===== src/rtl/demux32_deser_pkg.sv =====
// Shared CPU package: word width and bit-index type used by the serial
// debug/load path.
package demux32_deser_pkg;

    localparam int WORD_W = 32;
    localparam int IDX_W  = $clog2(WORD_W);

    typedef logic [IDX_W-1:0] bit_idx_t;

endpackage : demux32_deser_pkg


===== src/rtl/demux32_deser_decoder5_32.sv =====
// Combinational one-hot decoder with enable: structural inverse of the
// 32:1 bit mux used by the serializer. Drives the shadow write enables.
import demux32_deser_pkg::*;

module decoder5_32 #(
    parameter int WIDTH = WORD_W,
    parameter int IDX_W = $clog2(WIDTH)
) (
    input  logic [IDX_W-1:0] sel,
    input  logic             en,
    output logic [WIDTH-1:0] onehot
);

    // Assert exactly one enable line when en is high, none otherwise.
    always_comb begin
        onehot = {WIDTH{1'b0}};
        if (en) begin
            onehot[sel] = 1'b1;
        end else begin
            onehot = {WIDTH{1'b0}};
        end
    end

endmodule : decoder5_32


===== src/rtl/demux32_deser.sv =====
// Serial-to-parallel receiver. Each valid beat steers bit_in into the
// shadow word position given by the running index; the 32nd beat hands the
// completed word to a valid/ready output register.
import demux32_deser_pkg::*;

module demux32_deser #(
    parameter int WIDTH = WORD_W,
    parameter int IDX_W = $clog2(WIDTH)
) (
    input  logic             clk,
    input  logic             reset,
    input  logic             start,
    input  logic             bit_in,
    input  logic             bit_valid,
    output logic [IDX_W-1:0] sel_out,
    output logic [WIDTH-1:0] word_out,
    output logic             word_valid,
    input  logic             word_ready,
    output logic             busy,
    output logic             overrun
);

    localparam logic [IDX_W-1:0] LAST_IDX = IDX_W'(WIDTH - 1);
    localparam logic [IDX_W-1:0] IDX_ONE  = IDX_W'(1);

    logic [IDX_W-1:0] sel_r;
    logic [WIDTH-1:0] shadow_r;
    logic [WIDTH-1:0] word_r;
    logic             valid_r;
    logic             overrun_r;
    logic             busy_r;

    logic [IDX_W-1:0] idx_s;
    logic [WIDTH-1:0] base_s;
    logic [WIDTH-1:0] we_s;
    logic [WIDTH-1:0] shadow_next_s;
    logic [IDX_W-1:0] sel_next_s;
    logic             complete_s;
    logic             consume_s;
    logic             load_s;
    logic             drop_s;
    logic             valid_next_s;

    // One write-enable line per shadow bit, gated by bit_valid.
    decoder5_32 #(
        .WIDTH (WIDTH),
        .IDX_W (IDX_W)
    ) u_dec (
        .sel    (idx_s),
        .en     (bit_valid),
        .onehot (we_s)
    );

    // start restarts the frame before this beat's bit is placed, so a bit
    // arriving with start always lands in position 0.
    always_comb begin
        idx_s  = sel_r;
        base_s = shadow_r;
        if (start) begin
            idx_s  = {IDX_W{1'b0}};
            base_s = {WIDTH{1'b0}};
        end else begin
            idx_s  = sel_r;
            base_s = shadow_r;
        end
    end

    // Next shadow, next index, completion and output handshake decisions.
    always_comb begin
        shadow_next_s = (base_s & ~we_s) | (we_s & {WIDTH{bit_in}});
        sel_next_s    = idx_s;
        if (bit_valid) begin
            sel_next_s = idx_s + IDX_ONE;
        end else begin
            sel_next_s = idx_s;
        end
        complete_s   = bit_valid && (idx_s == LAST_IDX);
        consume_s    = valid_r && word_ready;
        // A completed word is accepted only if the output slot is free or is
        // being emptied on this same edge; otherwise it is dropped.
        load_s       = complete_s && (!valid_r || word_ready);
        drop_s       = complete_s && valid_r && !word_ready;
        valid_next_s = valid_r;
        if (load_s) begin
            valid_next_s = 1'b1;
        end else if (consume_s) begin
            valid_next_s = 1'b0;
        end else begin
            valid_next_s = valid_r;
        end
    end

    // Fill path: index counter, shadow word and the derived busy flag.
    always_ff @(posedge clk or posedge reset) begin
        if (reset) begin
            sel_r    <= {IDX_W{1'b0}};
            shadow_r <= {WIDTH{1'b0}};
            busy_r   <= 1'b0;
        end else begin
            sel_r    <= sel_next_s;
            shadow_r <= shadow_next_s;
            busy_r   <= (sel_next_s != {IDX_W{1'b0}});
        end
    end

    // Output path: held word, valid flag and sticky overrun flag.
    always_ff @(posedge clk or posedge reset) begin
        if (reset) begin
            word_r    <= {WIDTH{1'b0}};
            valid_r   <= 1'b0;
            overrun_r <= 1'b0;
        end else begin
            if (load_s) begin
                word_r <= shadow_next_s;
            end else begin
                word_r <= word_r;
            end
            valid_r <= valid_next_s;
            if (drop_s) begin
                overrun_r <= 1'b1;
            end else begin
                overrun_r <= overrun_r;
            end
        end
    end

    assign sel_out    = sel_r;
    assign word_out   = word_r;
    assign word_valid = valid_r;
    assign busy       = busy_r;
    assign overrun    = overrun_r;

endmodule : demux32_deser


===== config.mk =====
export PLATFORM = sky130hd
export DESIGN_NAME = demux32_deser
export DESIGN_NICKNAME = d
export VERILOG_FILES = /design/src/rtl/demux32_deser_pkg.sv /design/src/rtl/demux32_deser_decoder5_32.sv /design/src/rtl/demux32_deser.sv
export SDC_FILE = /design/constraint.sdc
export NUM_CORES = 1
export LEC_CHECK = 0
export CAP_MARGIN = 20
export CORE_ASPECT_RATIO = 0.75
export CORE_MARGIN = 2
export CORE_UTILIZATION = 41
export CTS_BUF_LIST = sky130_fd_sc_hd__clkbuf_8
export DETAILED_ROUTE_END_ITERATION = 8
export HOLD_SLACK_MARGIN = 0.06
export SLEW_MARGIN = 20
export SYNTH_ARGS = -nofsm -noshare
export SYNTH_HDL_FRONTEND = slang
export SYNTH_HIERARCHICAL = 1
export SYNTH_SLANG_ARGS = --single-unit

===== constraint.sdc =====
create_clock -name clk -period 5.8 [get_ports clk]
set_input_delay 1.45 -clock clk [delete_from_list [all_inputs] [get_ports clk]]
set_output_delay 1.45 -clock clk [all_outputs]
set_load 0.01 [all_outputs]

* Yosys cells after proc, flatten, opt, wreduce, memory -nomap -nowiden *
Index checks and enable logic that the tools add are counted.

storage, ports and cells
  bits in registers = 72
  input port bits = 6
  output and inout bits = 40
  logic and storage cells = 33

operators by class
  $add $sub $neg = 1
  magnitude comparators = 2
  eq/ne operators = 1
  muxes and demuxes = 8
  bitwise logic cells = 4
  reduce and logical (&&, ||, !) cells = 11

operator list
  operator               number
  $and A32 B32 Y32       2
  $mux W32               2
  $not A32 Y32           1
  $or A32 B32 Y32        1
  $mux W5                2
  $logic_and A1 B1 Y1    6
  $lt A5 B6 Y1 const B   1
  $add A5 B1 Y5 const B  1
  $demux W1 S5           1
  $eq A5 B5 Y1 const B   1
  $ge A5 B1 Y1 const B   1
  $reduce_bool A5 Y1     1
  $mux W1                3
  $logic_not A1 Y1       2
  $reduce_bool A2 Y1     1
  $logic_or A1 B1 Y1     1

* Logic depth before layout (Yosys ltp) *
Gate-level depths: netlist (run 1).

  depth in word-level cells = 9
  gate-level depth with buffers = 10
  depth with buffers taken out = 7

* Hierarchy *
Netlist (run 1), hierarchy kept.

modules (own cells, without submodules)
  module         instances  cells each  area an instance (um2)  seq. area each (um2)
  demux32_deser  1          242         2916.5                  1801.7
  decoder5_32    1          47          230.2                   0.0

* Least setup slack after synthesis (run 1) *
Ideal clock, no wire load.

  kind = input port to flip-flop
  from = input port start
  to = register word_r[0] (netlist: word_out[0])
  library setup time = 125 ps
  data arrival time = 3215 ps
  required time = 5675 ps
  path slack = 2461 ps
  cell stages on the path = 10
  buffers on the path = 3
  cells stage by stage = buf_4 -> nor2b_1 -> ha_1 -> and3_1 -> ha_1 -> nand2_1 -> nor2b_1 -> clkbuf_2 -> buf_4 -> mux2_2

between the ends
  cells in the longest elaborated chain, start to end = 9
  elaborated cells between the ends (all ways) = 15
  those cells by class = order compare (2); eq/ne (1); mux (5); bitwise (4); reduce/logical (3)

ends and longest elaborated chain
  element                                                                    line                             source
  start, declared                                                            demux32_deser.sv:12              input logic start,
  $mux W5 *                                                                  demux32_deser.sv:59              if (start) begin
  net idx_s[0]                                                               demux32_deser.sv:33              logic [IDX_W-1:0] idx_s;
  $lt A5 B6 Y1 (not written as such) / $ge A5 B1 Y1 (equally long branches)  demux32_deser_decoder5_32.sv:18  onehot[sel] = 1'b1;
  $logic_and A1 B1 Y1 (not written as such)                                  demux32_deser_decoder5_32.sv:18
  $mux W1 (not written as such)                                              demux32_deser_decoder5_32.sv:18
  $demux W1 S5                                                               n/a
  $mux W32                                                                   demux32_deser_decoder5_32.sv:17  if (en) begin
  $not A32 Y32                                                               demux32_deser.sv:70              shadow_next_s = (base_s & ~we_s) | (we_s & {WIDTH{bit_in}});
  $and A32 B32 Y32                                                           demux32_deser.sv:70
  $or A32 B32 Y32                                                            demux32_deser.sv:70
  end signal, assigned                                                       demux32_deser.sv:109             word_r <= {WIDTH{1'b0}};
  end signal, assigned                                                       demux32_deser.sv:114             word_r <= shadow_next_s;
  end signal, assigned                                                       demux32_deser.sv:116             word_r <= word_r;
  end, declared                                                              demux32_deser.sv:28              logic [WIDTH-1:0] word_r;

Mark *: on every way through the listed nets, which the timed path passes. The rest lies on a longest branch.
A chain may end at the register's enable or synchronous reset.

* Final worst setup path (run 1) *
  from = input port start
  to = register word_r[8] (netlist: word_out[8])

The elaborated chain is that of the path after synthesis.

==> metrics, run 1 <==
outcome finished clean; Post-Syn Area 3150 um^2; NumNets Final 341; num rows 27; Syn Inst Count 289; CTS buffer count 9; Detail Placement HPWL 3920 um; critical path capture point type flop; register bit count reported by yosys 72; cells on worst reg2reg path 8; xor/xnor cell area share of the yosys netlist 0.835%; fill cell count 680; maximum clock path buffer count 2; vias in the first global route 2073; # H-tree levels 3; GR Overflow Total 0; register area 1800 um^2; clk_skew 0.00724 ns; simple-gate share of the synthesized area 20.3%; Post-Synth Adder-Cell Area 0.795%; Ant. Diodes 0; GRT Total Usage 16.0%; drt pass-1 iters 4; Min-Delay Startpoint overrun; Clk pin slew, worst setup/hold paths 0.08 ns; share of the synthesized area in the top cell type 57.3%; die height 79.9 um; main combinational cell family by area after synthesis simple AND/OR/NAND/NOR gates; Syn Nets 297; most frequent cells in the layout dfrtp_1, clkdlybuf4s50_1, nand2b_1, nand2_1; Crit Path Class in -> reg; area leader, netlist dfrtp_1; Pwr Total 1020 uW; first-pass GRT wire length 10300 um; Leakage 0.00174 uW; Hold EP overrun; Cells after DPL 423; pwr/cell area 261 nW/um^2; total clock sinks 72; Die Wd 105 um; Resize count post-CTS 0; Routed Antenna Nets 0; asr flop ratio synth 100%; Hold Path Stages 1; RSZ-0062 raised after global routing false; Critical Path AT 4.33 ns; layout cells sized above 1 17.2%; Post-route DRC 0; multiplexer share of the synthesized area 12.2%; die area 8400 um^2; Final Instance Count excl. Fillers 439; CTS root buf clkbuf_8; via density per instance 4.80; Final Cycle Share 70.7%; crit path launch type input pin; CP max FO 32; Worst R2R End word_out[8]; Yosys warnings 6; Routed WL 5970 um; Multi-input gate area 1260 um^2; syn avg cell area 10.9 um^2; Netlist cell types 27; Initial Util 42.5%; Post-CTS Setup Inserts 0; most used flip-flop cell after synthesis dfrtp_1; Peak supply drop 0.000165 V; Vias 2109; Post-CTS Hold Buffers 0; antenna violations before repair 0; Setup TNS 0 ns; worst flop-to-flop path startpoint sel_out[0]; post-synthesis sequential area ratio 57.3%; slew margin rel. 55.5%; WL/cell 13.6 um; largest cells by area after synthesis dfrtp_1, mux2_2, nand2b_1; HP Class reg -> reg; clk_lat worst skew 0.34 ns; IO buf count 45; final worst path period need 4.10 ns; largest net degree at the start of global routing 54; DR iter-0 viols 88; area grow syn2layout 23.7%; max-slew violation count 0; Reg2Reg Setup Slack 3.29 ns; dpl ws 1.31 ns; complex-gate fraction of the synthesized area 5.96%; commonest non-fill, non-tap cell in the layout dfrtp_1; Top Ports 46; Core Box Area 7400 um^2; Fin. Hold Viols 0; GPL Wtd Cong 0.771; fmax 244 MHz; Post-synth EDFFs 0; max-capacitance violation count 0; Final setup viols 0; worst setup margin 1.70 ns; utilization after layout 52.6%; slew at the pin closest to its max-slew limit 0.666 ns; CTS tree done; Worst EP required 6.03 ns
==> worst max path at each step <==
| stage | startpoint | to | slack (ns) | cells past startpoint |
|---|---|---|---|---|
| after CTS | start | word_out[4] | 1.67 | 9 |
| final | start | word_out[8] | 1.70 | 9 |
| after global placement | start | word_out[18] | 1.41 | 9 |
| after floorplan | start | word_out[0] | 2.46 | 10 |
| after global routing | start | word_out[14] | 1.41 | 9 |
| after detailed placement | start | word_out[4] | 1.31 | 9 |
==> where the power goes <==
part	leakage (uW)	total [uW]	internal, uW	switching, uW
Sequential	0.000999	511	507	3.47
Combinational	0.000617	59.7	22.2	37.5
Clock	0.000119	447	265	182
==> metrics by stage <==
step | instance area, um^2 | hold slack, ns
global route | 3890 | 0.520
global placement | 3670 | 0.477
floorplan | 3150 | 0.501
detailed placement | 3670 | 0.485
CTS | 3900 | 0.508
finish | 3890 | 0.498
==> registers in the layout, indices dropped and copies added (netlist names) <==
name        count
busy            1
overrun         1
sel_out         5
shadow_r       32
word_out       32
word_valid      1
==> synthesized netlist by cell type, types with 2 or more instances <==
library cell  instances
nor2b_1               4
nand4b_1              3
xor2_1                2
o21ai_1              26
nand2_1              36
a21oi_1               2
buf_4                 4
or4b_1                2
ha_1                  2
clkbuf_1              9
mux2_2               34
nor2_1               34
nand2b_1             36
nand4_1               2
dfrtp_1              72
o21ai_0               8
nand4bb_1             3
==> worst max-delay path: stages <==
cell             delay [ns]
clkdlybuf4s50_1        0.76
nor2b_1                0.50
ha_1                   0.29
and3_1                 0.18
ha_1                   0.15
nand2_1                0.09
nor2b_2                0.14
buf_4                  0.37
mux2_2                 0.38
==> per-layer routing <==
layer  track usage, %  share of wire [%]  vias up
li1                 -                  -     1063
met3             4.90                4.2        7
met5                0                  0        -
met4             5.60               0.79        0
met2             22.3                 43       39
met1             23.4                 52     1000
==> area by class of cell <==
cell class,count,area share [%]
inverters,1,0.0964
repair buffers,48,12.0
flip-flops and latches,72,46.3
well taps,101,3.25
clock inverters,5,2.02
multi-input cells,201,32.5
clock buffers,11,3.89
==> logic make-up (layout without fill, tap and decap cells) <==
| kind of cell | Yosys count | after routing |
|---|---|---|
| compound gates | 37 | 37 |
| xor+xnor | 3 | 3 |
| fa+ha+maj | 2 | 2 |
| buf+inv | 16 | 65 |
| flops | 72 | 72 |
| mux | 34 | 34 |
| simple gates | 125 | 125 |
(Power assumes the default switching activity.)
==> run 2, diff against run 1 <==
clock period = 4.3 ns   (was 5.8 ns; I/O delays follow)
==> run 2 against run 1 <==
Against the previous run: via count increased by 0.90%; sequential cell count unchanged; cell area is 0.90% lower; final cell count unchanged; total power is 26% higher; routed wire length up 3.3%; sequential power up 35%; largest power group unchanged.
==> metrics, run 2 (synthesis results as in run 1) <==
outcome finished clean; Hold Path Stages 1; Core Box Area 7400 um^2; Final Cycle Share 80.5%; slew at the pin closest to its max-slew limit 0.670 ns; WL/cell 14.0 um; slowest stage delay, CP 0.59 ns; antenna violations before repair 0; Initial Util 42.5%; max-capacitance violation count 0; DR iter-0 viols 114; critical path capture point type flop; HP Class reg -> reg; worst path cell trace clkdlybuf4s50_1 > nor2b_1 > ha_1 > and3_1 > ha_1 > nand2_1 > nor2b_2 > buf_4 > mux2_2; Critical Path AT 3.69 ns; Leakage 0.00172 uW; crit path launch type input pin; Reg2Reg Setup Slack 1.84 ns; Post-route DRC 0; critical path's top delay family buffers and inverters; maximum clock path buffer count 2; first-pass GRT wire length 10800 um; IO buf count 45; GR Overflow Total 0; fmax 289 MHz; Ant. Diodes 0; clk_lat worst skew 0.34 ns; hold slack 0.474 ns; Resize count post-CTS 0; largest net degree at the start of global routing 34; area grow syn2layout 22.6%; Routed WL 6160 um; CP max FO 32; Min-Delay Startpoint overrun; Fin. Hold Viols 0; NumNets Final 342; Routed Antenna Nets 0; max-slew violation count 0; Post-CTS Hold Buffers 0; Vias 2128; Clk pin slew, worst setup/hold paths 0.07 ns; Cells after DPL 424; Crit Path Class in -> reg; Detail Placement HPWL 4080 um; GPL Wtd Cong 0.772; Worst EP required 4.53 ns; Peak supply drop 0.000180 V; Die Wd 105 um; num rows 27; # H-tree levels 3; via density per instance 4.85; buffers plus inverters on the worst setup path 2; cells on worst reg2reg path 8; Final setup viols 0; die height 79.9 um; final worst path period need 3.46 ns; Top Ports 46; Most common cell on crit path ha_1; Final Instance Count excl. Fillers 439; most frequent cells in the layout dfrtp_1, clkdlybuf4s50_1, nand2b_1, nand2_1; CTS root buf clkbuf_8; Setup TNS 0 ns; CTS buffer count 9; pwr/cell area 331 nW/um^2; Post-CTS Setup Inserts 0; layout cells sized above 1 16.6%; commonest non-fill, non-tap cell in the layout dfrtp_1; Hold EP overrun; Worst R2R End word_out[6]; drt pass-1 iters 4; CTS tree done; die area 8400 um^2; RSZ-0062 raised after global routing false; vias in the first global route 2143; total clock sinks 72; clk_skew 0.00869 ns; worst flop-to-flop path startpoint sel_out[1]; GRT Total Usage 16.7%; slew margin rel. 55.3%; Worst path slowest cell clkdlybuf4s50_1
-- run 2: cell types whose count changed in the layout (fill, tap and decap cells not counted), sizes merged --
cell | previous run | this run
clkinv | 3 | 1
inv | 1 | 3
buf | 4 | 5
bufinv | 2 | 1
clkbuf | 11 | 10
clkinvlp | 0 | 1
-- run 2: per-stage QoR --
stage	power (uW)	utilization (%)	worst slack, ns	cell area [um^2]
floorplan	754	-	1.34	3150
global placement	786	49.7	0.563	3680
detailed placement	785	49.6	0.475	3670
CTS	1300	52.2	0.842	3860
global route	1340	52.2	0.620	3860
finish	1280	52.2	0.837	3860
-- run 2: worst max path at each step --
stage                         to  depth (start not counted)  start
floorplan            word_out[0]                         10  start
global placement    word_out[23]                          9  start
detailed placement  word_out[29]                          9  start
CTS                 word_out[23]                          9  start
global route        word_out[12]                          9  start
finish               word_out[6]                          9  start
-- run 2: power breakdown --
part	switching (uW)	leakage (uW)	internal, uW
Sequential	4.22	0.000999	685
Clock	232	0.000101	275
Combinational	51.7	0.000622	30.5
-- run 2: final cells by class --
cell class	instances	area (um^2)
repair buffers	49	475
clock inverters	5	50.0
well taps	101	126
clock buffers	10	138
multi-input cells	201	1260
fillers	677	3540
flip-flops and latches	72	1800
inverters	1	3.75
-- run 2: layer usage --
metal  vias up  routed length [um]  track usage (%)
met5         -                   0                0
met4         0                  44             5.33
met3         4                 233             5.88
met2        48                2680             23.4
met1      1019                3210             24.2
li1       1057                   -                -
